--- config.mk ---
export PLATFORM = sky130hd
export DESIGN_NAME = axis_seq_gen
export DESIGN_NICKNAME = d
export VERILOG_FILES = /design/src/rtl/axis_pkg.sv /design/src/rtl/lfsr16.sv /design/src/rtl/axis_seq_gen.sv
export SDC_FILE = /design/constraint.sdc
export NUM_CORES = 1
export LEC_CHECK = 0
export BUFFER_PORTS_ARGS = -buffer_cell sky130_fd_sc_hd__buf_2
export CAP_MARGIN = 20
export CORE_MARGIN = 8
export CORE_UTILIZATION = 40
export DETAILED_ROUTE_END_ITERATION = 12
export GPL_TIMING_DRIVEN = 0
export PLACE_DENSITY = 0.64
export SETUP_SLACK_MARGIN = 0.2
export SYNTH_ARGS = -nofsm -noshare
export SYNTH_HDL_FRONTEND = slang
export SYNTH_SLANG_ARGS = --single-unit
--- constraint.sdc ---
create_clock -name aclk -period 3 [get_ports aclk]
set_input_delay 0.6 -clock aclk [delete_from_list [all_inputs] [get_ports aclk]]
set_output_delay 0.6 -clock aclk [all_outputs]
set_load 0.05 [all_outputs]
--- src/rtl/axis_pkg.sv ---
// Shared types and constants for the axis_seq_gen stream transmitter.
package axis_pkg;

  typedef enum logic [1:0] {
    IDLE = 2'd0,
    SEND = 2'd1,
    FIN  = 2'd2
  } gen_state_t;

  localparam int DEF_AXIS_DATA_WIDTH = 32;
  localparam int DEF_CNT_WIDTH       = 16;

  // Stall counter sticks at all-ones rather than wrapping back to zero
  localparam bit STALL_SATURATES = 1'b1;

endpackage

--- src/rtl/lfsr16.sv ---
// 16-bit Fibonacci LFSR (taps 16,14,13,11) used to throttle axis_seq_gen
// when AXIS_SEQ_GEN_THROTTLE_EN is defined.
module lfsr16
  import axis_pkg::*;
#(
  parameter logic [15:0] SEED = 16'hACE1
) (
  input  logic        aclk,
  input  logic        rstn,
  input  logic        en,
  output logic [15:0] lfsr_state
);

  logic feedback_s;

  assign feedback_s = lfsr_state[15] ^ lfsr_state[13] ^ lfsr_state[12] ^ lfsr_state[10];

  // Shift register advance
  always_ff @(posedge aclk or negedge rstn) begin
    if (!rstn) begin
      lfsr_state <= SEED;
    end else if (en) begin
      lfsr_state <= {lfsr_state[14:0], feedback_s};
    end else begin
      lfsr_state <= lfsr_state;
    end
  end

endmodule

--- src/rtl/axis_seq_gen.sv ---
// AXI-Stream burst generator: emits num_beats incrementing words from base_value.
// Optional random vld gaps between beats when AXIS_SEQ_GEN_THROTTLE_EN is defined.
module axis_seq_gen
  import axis_pkg::*;
#(
  parameter int          AXIS_DATA_WIDTH = DEF_AXIS_DATA_WIDTH,
  parameter int          CNT_WIDTH       = DEF_CNT_WIDTH,
  parameter logic [15:0] LFSR_SEED       = 16'hACE1
) (
  input  logic                       aclk,
  input  logic                       rstn,
  input  logic                       start,
  input  logic [CNT_WIDTH-1:0]       num_beats,
  input  logic [AXIS_DATA_WIDTH-1:0] base_value,
  output logic [AXIS_DATA_WIDTH-1:0] m_axis_data,
  output logic                       m_axis_vld,
  input  logic                       m_axis_rdy,
  output logic                       busy,
  output logic                       done,
  output logic [CNT_WIDTH-1:0]       beats_sent,
  output logic [CNT_WIDTH-1:0]       stall_cycles
);

  localparam logic [CNT_WIDTH-1:0]       CNT_ZERO  = {CNT_WIDTH{1'b0}};
  localparam logic [CNT_WIDTH-1:0]       CNT_ONE   = {{(CNT_WIDTH-1){1'b0}}, 1'b1};
  localparam logic [CNT_WIDTH-1:0]       CNT_ONES  = {CNT_WIDTH{1'b1}};
  localparam logic [AXIS_DATA_WIDTH-1:0] DATA_ZERO = {AXIS_DATA_WIDTH{1'b0}};
  localparam logic [AXIS_DATA_WIDTH-1:0] DATA_ONE  = {{(AXIS_DATA_WIDTH-1){1'b0}}, 1'b1};

  gen_state_t           state_r;
  logic [CNT_WIDTH-1:0] remaining_r;
  logic                 present_s;
  logic                 handshake_s;

`ifdef AXIS_SEQ_GEN_THROTTLE_EN
  logic [15:0] lfsr_s;

  lfsr16 #(
    .SEED(LFSR_SEED)
  ) u_lfsr16 (
    .aclk      (aclk),
    .rstn      (rstn),
    .en        (1'b1),
    .lfsr_state(lfsr_s)
  );

  // A new beat may only be offered on cycles where the LFSR permits it
  assign present_s = lfsr_s[0];
`else
  logic unused_seed_s;

  assign unused_seed_s = ^LFSR_SEED;
  assign present_s     = 1'b1;
`endif

  assign handshake_s = m_axis_vld && m_axis_rdy;

  // Burst FSM with all stream and status outputs registered
  always_ff @(posedge aclk or negedge rstn) begin
    if (!rstn) begin
      state_r      <= IDLE;
      remaining_r  <= CNT_ZERO;
      m_axis_data  <= DATA_ZERO;
      m_axis_vld   <= 1'b0;
      busy         <= 1'b0;
      done         <= 1'b0;
      beats_sent   <= CNT_ZERO;
      stall_cycles <= CNT_ZERO;
    end else begin
      case (state_r)
        IDLE: begin
          done <= 1'b0;
          if (start) begin
            beats_sent   <= CNT_ZERO;
            stall_cycles <= CNT_ZERO;
            if (num_beats != CNT_ZERO) begin
              remaining_r <= num_beats;
              m_axis_data <= base_value;
              m_axis_vld  <= present_s;
              busy        <= 1'b1;
              state_r     <= SEND;
            end else begin
              done    <= 1'b1;
              state_r <= FIN;
            end
          end else begin
            state_r <= IDLE;
          end
        end

        SEND: begin
          if (handshake_s) begin
            m_axis_data <= m_axis_data + DATA_ONE;
            remaining_r <= remaining_r - CNT_ONE;
            beats_sent  <= beats_sent + CNT_ONE;
            if (remaining_r == CNT_ONE) begin
              m_axis_vld <= 1'b0;
              busy       <= 1'b0;
              done       <= 1'b1;
              state_r    <= FIN;
            end else begin
              m_axis_vld <= present_s;
            end
          end else if (m_axis_vld) begin
            // Beat already offered: hold data/vld until the sink accepts it
            if (STALL_SATURATES && (stall_cycles == CNT_ONES)) begin
              stall_cycles <= stall_cycles;
            end else begin
              stall_cycles <= stall_cycles + CNT_ONE;
            end
          end else begin
            m_axis_vld <= present_s;
          end
        end

        FIN: begin
          done    <= 1'b0;
          state_r <= IDLE;
        end

        default: begin
          m_axis_vld <= 1'b0;
          busy       <= 1'b0;
          done       <= 1'b0;
          state_r    <= IDLE;
        end
      endcase
    end
  end

endmodule

# [Word level (Yosys, flattened, before mapping)]
# Index checks and enable logic that the tools add are counted.
[word_totals] inputBits=52 elab_cells=67 ram_bits=0 mem_bits_ro=0 latchBits=0 ff_bits=85 n_memories=0
[op_classes] mux=33 n_shift=0 n_reduce_logical=10 magnitude_cmp=0 n_mul=0 addsub=4 n_bitwise=1 n_div=0 n_eq_ne=11
[op_table] operator="16-bit 2-to-1 mux" count=8
[op_table] operator="32-bit 2-to-1 mux" count=3
[op_table] operator="16-bit case mux with 2 select lines" count=3
[op_table] operator="32-bit case mux with 2 select lines" count=1
[op_table] operator="16-bit by 1-bit adder with 16-bit output, second input constant" count=2
[op_table] operator="32-bit by 1-bit adder with 32-bit output, second input constant" count=1
[op_table] operator="16-bit by 1-bit equality test with 1-bit output, second input constant" count=1
[op_table] operator="16-bit equality test, second input constant" count=1
[op_table] operator="16-bit nonzero test" count=1
[op_table] operator="16-bit by 1-bit subtractor with 16-bit output, second input constant" count=1
[op_table] operator="2-bit != test, second input constant" count=7
[op_table] operator="1-bit 2-to-1 mux" count=10
[op_table] operator="5-bit AND reduction" count=2
[op_table] operator="2-bit 2-to-1 mux" count=4
[op_table] operator="1-bit case mux with 3 select lines" count=2
[op_table] operator="3-bit AND reduction" count=2
[op_table] operator="2-bit case mux with 2 select lines" count=1
[op_table] operator="4-bit AND reduction" count=1
[op_table] operator="2-bit by 1-bit equality test with 1-bit output, second input constant" count=1
[op_table] operator="2-bit equality test, second input constant" count=1
[op_table] operator="2-bit logical NOT" count=1
[op_table] operator="1-bit case mux with 2 select lines" count=1
[op_table] operator="2-bit AND reduction" count=1
[op_table] operator="2-bit nonzero test" count=1
[op_table] operator="2 further kinds" count=2

# [Logic depth before layout (Yosys ltp)]
# Gate-level depths: netlist of the first run.
[logic_depth] ltp_word=5 depth_mapped=9 ltp_nobuf=7

# [Least setup slack after synthesis of the first run]
# No wires, ideal clock.
[synth_timing] path_type="register -> register" start="register stall_cycles[0]" end="register stall_cycles[8]" setup_time_ns=0.132 n_path_buf=2 arrival_time_ns=2.307 stages_incl_launch_ff=9 period_less_slack_ns=2.439 slack_ns=0.561 path_cell_list="dfrtp_1 -> ha_1 -> clkbuf_1 -> nand4_1 -> or4_1 -> clkbuf_1 -> nor4b_1 -> xnor2_1 -> nor2_1"
[synth_via] elab_chain_len=5
[synth_rtl] element="from (decl)" line="axis_seq_gen.sv:21" text="output logic [CNT_WIDTH-1:0] stall_cycles"
[synth_rtl] element="from (signal assigned)" line="axis_seq_gen.sv:107" text="stall_cycles <= stall_cycles;"
[synth_rtl] element="from (signal assigned)" line="axis_seq_gen.sv:109" text="stall_cycles <= stall_cycles + CNT_ONE;"
[synth_rtl] element="16-bit by 1-bit adder with 16-bit output" line="axis_seq_gen.sv:109"
[synth_rtl] element="16-bit 2-to-1 mux" line="axis_seq_gen.sv:106" text="if (STALL_SATURATES && (stall_cycles == CNT_ONES)) begin"
[synth_rtl] element="16-bit 2-to-1 mux" line="axis_seq_gen.sv:104" text="end else if (m_axis_vld) begin"
[synth_rtl] element="16-bit 2-to-1 mux" line="axis_seq_gen.sv:92" text="if (handshake_s) begin"
[synth_rtl] element="16-bit case mux with 2 select lines" line="axis_seq_gen.sv:70" text="case (state_r)"
# Several ways; a longest one is shown, not always the timed one. The select of a mux whose other input is x is not followed.
# A chain may end at the register's enable or synchronous reset.

==> results of run 1 <==
area by class of cell:
cell class | count | share of cell area [%]
well taps | 147 | 3.06
plain buffers | 37 | 3.00
multi-input cells | 430 | 43.0
flip-flops and latches | 84 | 35.0
repair buffers | 119 | 10.3
inverters | 8 | 0.499
clock buffers | 15 | 5.12
logic make-up after synthesis:
logic type | count (synthesis) | synth area share, %
compound gates | 183 | 23.6
buf+inv | 45 | 4.17
flops | 84 | 43.0
mux | 2 | 0.410
simple gates | 220 | 23.9
fa+ha+maj | 5 | 1.28
xor+xnor | 20 | 3.58
metal layers:
layer  vias up  GRT usage, %  share of wire [%]
met1      2471          27.1                 46
met2       249          30.4                 43
met4         0          8.28                2.2
li1       2370             -                  -
met5         -             0                  0
met3        30          5.15                8.5
state kept, by name (all words and copies together) (netlist names):
signal	cells
state_r	1
done	1
remaining_r	16
m_axis_data	32
busy	1
beats_sent	16
m_axis_vld	1
stall_cycles	16
worst max-delay path, delay by kind of cell, from the launching register on:
kind | cells | cell delay [ps]
buf+inv | 3 | 840
simple gates | 2 | 410
flops | 1 | 420
compound gates | 3 | 800
power by group:
group / switching (mW) / internal (mW)
Sequential: 0.483 / 1.50
Clock: 0.462 / 0.694
Combinational: 1.78 / 0.650
how the worst min path moves through the flow:
stage | to | startpoint | slack (ps)
floorplan | beats_sent[0]$_DFFE_PN0P_ | rstn | 300
global placement | remaining_r[12]$_DFFE_PN0P_ | remaining_r[12]$_DFFE_PN0P_ | 490
detailed placement | remaining_r[12]$_DFFE_PN0P_ | remaining_r[12]$_DFFE_PN0P_ | 500
CTS | stall_cycles[9]$_DFFE_PN0P_ | rstn | 270
global route | stall_cycles[9]$_DFFE_PN0P_ | rstn | 300
finish | stall_cycles[9]$_DFFE_PN0P_ | rstn | 250
cell usage after synthesis, types with 5 or more instances:
| cell type | number | share of area (%) |
|---|---|---|
| a211oi_1 | 6 | 0.92 |
| a21oi_1 | 60 | 6.1 |
| a22oi_1 | 5 | 0.77 |
| a2bb2oi_1 | 5 | 0.90 |
| a31oi_1 | 8 | 1.0 |
| and3_1 | 10 | 1.3 |
| and4_1 | 9 | 1.6 |
| clkbuf_1 | 29 | 2.2 |
| dfrtp_1 | 84 | 43 |
| ha_1 | 5 | 1.3 |
| inv_1 | 8 | 0.61 |
| nand2_1 | 45 | 3.5 |
| nand3_1 | 22 | 2.3 |
| nand4_1 | 21 | 2.7 |
| nor2_1 | 57 | 4.4 |
| nor3_1 | 13 | 1.3 |
| nor4_1 | 10 | 1.3 |
| o21ai_0 | 44 | 4.5 |
| o22ai_1 | 11 | 1.4 |
| o2bb2ai_1 | 5 | 0.90 |
| or3_1 | 6 | 0.77 |
| or4_1 | 5 | 0.77 |
| xnor2_1 | 11 | 2.0 |
| xor2_1 | 9 | 1.6 |
what timing repair did:
| item | 4_1_cts | 5_1_grt |
|---|---|---|
| gates resized for setup | 1 | 9 |
| buffers inserted | 0 | 0 |
| setup endpoints to repair | 10 | 27 |
metrics by stage:
| stage | total power [mW] | instances | cell area (um^2) |
|---|---|---|---|
| 2_1_floorplan | 3.66 | 559 | 4890 |
| 5_1_grt | 5.84 | 840 | 6010 |
| 6_report | 5.57 | 840 | 6010 |
| 4_1_cts | 5.55 | 840 | 6000 |
| 3_5_place_dp | 4.40 | 825 | 5690 |
| 3_3_place_gp | 4.35 | 824 | 5660 |
==> results by group, run 1 <==
Clocking
  – Hold_buf cts: 0
  – H-tree Lvls: 3
  – Clock transition at the registers of the reported paths: 60 ps
  – Clk_lat worst skew: 340 ps
  – # clock sinks: 84
  – Root Driver: clkbuf_16
  – CTS tree: yes
  – Num CTS Buffers: 9
  – Clk buf depth: 2

Global routing
  – Largest net degree at the start of global routing: 44
  – Vias in the first global route: 4938
  – Global-route wire length before repair: 25900 um
  – Gr usage total: 20.2%
  – Initial antenna violation count: 0
  – Gr ovfl total: 0

Worst setup path
  – CP peak stage delay: 530 ps
  – Worst R2R End: remaining_r[12]$_DFFE_PN0P_
  – Slowest CP cell: a21oi_1
  – CP startpoint kind: flip-flop
  – Critical Path Sink: remaining_r[12]$_DFFE_PN0P_
  – CP Cell Sequence: clkbuf_8 > and4b_1 > clkbuf_1 > nor2_1 > a21oi_1 > buf_2 > o21ai_0 > o2bb2ai_1
  – Worst r2r src: done$_DFFE_PN0P_
  – Crit end category: flip-flop
  – Critical path class: reg -> reg
  – Largest fanout on the critical path: 10
  – Worst Path Required: 3220 ps
  – Crit path from: done$_DFFE_PN0P_
  – Cells on worst reg2reg path: 8
  – Critical Path AT: 2810 ps
  – Reg2reg setup slack: 410 ps

Synth
  – Yosys cell types: 63
  – Mapped Cells: 559
  – Synthesis Warnings: 0
  – Synth Register Bits: 84
  – Synthesized net count: 616
  – Mapped cell area: 0.00489 mm^2
  – Synth Flop Type: dfrtp_1
  – Post-synth EDFFs: 0
  – Synth async-reset ratio: 100%
  – Avg Inst Size Synth: 8.74 um^2
  – Sequential area share after synthesis: 43.0%

Route
  – Drt pass-1 iters: 5
  – Vias per std cell: 6.10
  – Drt wl/cell: 19.7 um
  – First DRT Iteration DRCs: 550
  – Final wirelength: 16600 um
  – Vias after detailed routing: 5120
  – DRT antenna net count: 0
  – DRC Markers: 0

Final layout
  – Leading cell type in the layout, fill and taps excluded: buf_2
  – Ant. Diodes: 0
  – Sequential Area: 0.00210 mm^2
  – Synth-to-Final Area Change: 23.0%
  – Share of layout cells above drive strength 1: 22.8%
  – Post-layout util: 50.3%
  – Number of fill cells in the layout: 1157
  – Most frequent cells in the layout: buf_2 (121), dfrtp_1 (84), a21oi_1 (60)
  – Multi-input gate area: 0.00259 mm^2
  – Nets: 746

STA
  – Slew Limit Fails: 0
  – Period utilization: 86.4%
  – Post-route setup slack: 407 ps
  – Tmin final: 2590 ps
  – Worst Skew: 6.40 ps
  – Final hold viol count: 0
  – Unrepaired setup endpoints after global routing: no
  – Measured slew at the worst slew-check pin: 981 ps
  – Hold Slack: 251 ps
  – Slew margin rel.: 34.0%
  – Setup TNS: 0 ps
  – Final setup violation count: 0
  – Peak Freq: 0.386 GHz

Placed design
  – IO buf count: 118
  – GPL Wtd Cong: 0.882
  – Post-DP HPWL: 11900 um
  – Dpl ws: -21.5 ps

Power and ir drop
  – Pwr/cell area: 926 mW/mm^2
  – Static Leak: 2.71 nW
  – Peak VDD IR: 0.625 mV

Floorplanning
  – FP Rows: 40
  – Initial Utilization: 40.9%
  – Chip height: 127 um
  – Die area: 0.0160 mm^2
  – Core Area: 0.0120 mm^2
  – I/O pin total: 119
  – Die width: 127 um

Job
  – Max Cap Viol: 0

Worst hold path
  – Hold crit path type: in -> async

Outcome
  – Status: finished, final reports clean
(Power assumes the default switching activity.)
==> inputs of run 2 (changes only) <==
==> constraint.sdc (replaced) <==
create_clock -name aclk -period 2.8 [get_ports aclk]
set_input_delay 0.56 -clock aclk [delete_from_list [all_inputs] [get_ports aclk]]
set_output_delay 0.56 -clock aclk [all_outputs]
set_load 0.05 [all_outputs]
==> run 2 against run 1 <==
  * Worst hold slack lost 41 ps
  * Die area is the same
  * Non-clock buffer count is the same
  * Register-to-register slack lost 95 ps
  * Cell area rose by 0.10%
  * Sequential share of layout area is essentially flat
  * Core utilization grew 0.052 points
  * Total power increased by 7.3%
  * Cell count unchanged
  * Critical path type unchanged
  * Critical endpoint is now m_axis_data[11]$_DFFE_PN0P_
  * Largest power group unchanged
==> results by group, run 2 (synthesis gave the netlist of run 1 again) <==
Outcome
  – Status: finished, final reports clean

Final layout
  – Leading cell type in the layout, fill and taps excluded: buf_2
  – Most frequent cells in the layout: buf_2 (121), dfrtp_1 (84), a21oi_1 (59)
  – Nets: 746 (unchanged)
  – Post-layout util: 50.3% (+0.052 points)
  – Reg with most FFs: m_axis_data
  – Share of layout cells above drive strength 1: 23.1% (+0.29 points)
  – Synth-to-Final Area Change: 23.1%
  – Max FFs per register: 32 (unchanged)
  – Ant. Diodes: 0 (unchanged)

Global routing
  – Gr usage total: 20.2% (about the same)
  – Largest net degree at the start of global routing: 44 (unchanged)
  – Vias in the first global route: 4934 (-0.081%)
  – Gr ovfl total: 0 (unchanged)
  – Global-route wire length before repair: 25900 um (about the same)
  – Initial antenna violation count: 0 (unchanged)

Worst hold path
  – Hold crit path type: in -> async

Clocking
  – Clk_lat worst skew: 350 ps (about the same)
  – Post-CTS Setup Bufs: 0 (unchanged)
  – CTS tree: yes
  – Hold_buf cts: 0 (unchanged)
  – Root Driver: clkbuf_16
  – Clk buf depth: 2 (unchanged)
  – Clock transition at the registers of the reported paths: 70 ps (about the same)
  – # clock sinks: 84 (unchanged)
  – Post-CTS Resized: 5 (+4)
  – Num CTS Buffers: 9 (unchanged)
  – H-tree Lvls: 3 (unchanged)

Floorplanning
  – Die area: 0.0160 mm^2 (unchanged)
  – Chip height: 127 um (unchanged)
  – Initial Utilization: 40.9% (unchanged)
  – I/O pin total: 119 (unchanged)
  – FP Rows: 40 (unchanged)
  – Die width: 127 um (unchanged)
  – Core Area: 0.0120 mm^2 (unchanged)

Placed design
  – Dpl ws: -181 ps (-160 ps)
  – Post-DP HPWL: 11900 um (unchanged)
  – GPL Wtd Cong: 0.882 (unchanged)
  – IO buf count: 118 (unchanged)

Route
  – Vias after detailed routing: 5091 (-0.57%)
  – Drt wl/cell: 19.6 um (-0.30%)
  – DRC Markers: 0 (unchanged)
  – First DRT Iteration DRCs: 561 (+2.0%)
  – DRT antenna net count: 0 (unchanged)
  – Vias per std cell: 6.06 (-0.57%)
  – Drt pass-1 iters: 5 (unchanged)
  – Final wirelength: 16500 um (-0.30%)

STA
  – Final setup violation count: 0 (unchanged)
  – Period utilization: 88.9% (+2.4 points)
  – Tmin final: 2490 ps (-105 ps)
  – Final hold viol count: 0 (unchanged)
  – Slew margin rel.: 35.0% (+0.98 points)
  – Slew Limit Fails: 0 (unchanged)
  – Worst Skew: 6.39 ps (-0.0136 ps)
  – Measured slew at the worst slew-check pin: 967 ps (-14.6 ps)
  – Hold Slack: 210 ps (-40.8 ps)
  – Post-route setup slack: 311 ps (-95.3 ps)
  – Setup TNS: 0 ps (unchanged)
  – Unrepaired setup endpoints after global routing: yes
  – Peak Freq: 0.402 GHz (+4.2%)

Worst setup path
  – CP startpoint kind: flip-flop
  – Critical path class: reg -> reg
  – Largest fanout on the critical path: 10 (unchanged)
  – Worst Path Required: 3020 ps (-200 ps)
  – Worst r2r src: state_r[0]$_DFFE_PN0P_
  – Crit end category: flip-flop
  – Crit path from: state_r[0]$_DFFE_PN0P_
  – Critical Path AT: 2710 ps (-100 ps)

Power and ir drop
  – Gate power share: 43.6% (about the same)
  – Clock share of power: 20.8% (about the same)
  – Total power: 5.97 mW (+7.3%)
  – Pwr/cell area: 993 mW/mm^2 (+7.2%)
  – P_int: 3.05 mW (+7.2%)
  – Static Leak: 2.71 nW (about the same)
  – Peak VDD IR: 0.669 mV (+7.0%)
  – Switching Fraction: 48.9% (about the same)
  – Share of power burned in registers: 35.7% (about the same)
  – Psw: 2.92 mW (+7.4%)

Job
  – Max Cap Viol: 0 (unchanged)
==> run 2: cell counts in the layout (fill, tap and decap cells not counted) <==
Identical to the previous run, type by type.
==> run 2: routing by layer <==
metal	share of wire (%)	vias up	global-route usage [%]
met3	8.3	26	5.24
met2	44	238	30.3
met1	46	2450	27.1
li1	-	2377	-
met5	0	-	0
met4	2.0	0	8.28
==> run 2: critical path: stages, from the launching register on <==
cell and delay [ps]:
dfrtp_1 450, clkbuf_8 210, inv_1 70, nor2_1 360, clkbuf_2 390, clkbuf_1 500
o31ai_1 160, a21oi_1 180, a21oi_1 50
==> run 2: cell type report <==
type	instances	area, um^2
plain buffers	37	180
inverters	8	30.0
repair buffers	119	621
fillers	1156	5940
well taps	147	184
multi-input cells	430	2590
flip-flops and latches	84	2100
clock buffers	15	308
==> run 2: metrics by stage <==
step                      cells  instance area, um^2
after floorplan             559                 4890
after global placement      824                 5660
after detailed placement    825                 5690
after CTS                   840                 6010
after global routing        840                 6020
final                       840                 6020
==> run 2: path summary, 6_finish.rpt <==
kind	cells after the start	slack, ps	endpoint
min in group aclk	3	460	m_axis_data[0]$_DFFE_PN0P_
worst max register to register	8	310	m_axis_data[11]$_DFFE_PN0P_
worst max-delay path	8	310	m_axis_data[11]$_DFFE_PN0P_
worst min register to register	1	520	remaining_r[12]$_DFFE_PN0P_
max in group asynchronous	2	1970	m_axis_data[15]$_DFFE_PN0P_
worst min-delay path	1	210	stall_cycles[9]$_DFFE_PN0P_
==> run 2: power groups by stage <==
stage / clock [mW] / sequential (mW) / combinational (mW)
floorplan: 0 / 3.01 / 0.916
global placement: 0 / 2.11 / 2.55
detailed placement: 0 / 2.13 / 2.58
CTS: 1.25 / 2.11 / 2.59
global route: 1.29 / 2.19 / 2.78
finish: 1.24 / 2.13 / 2.60
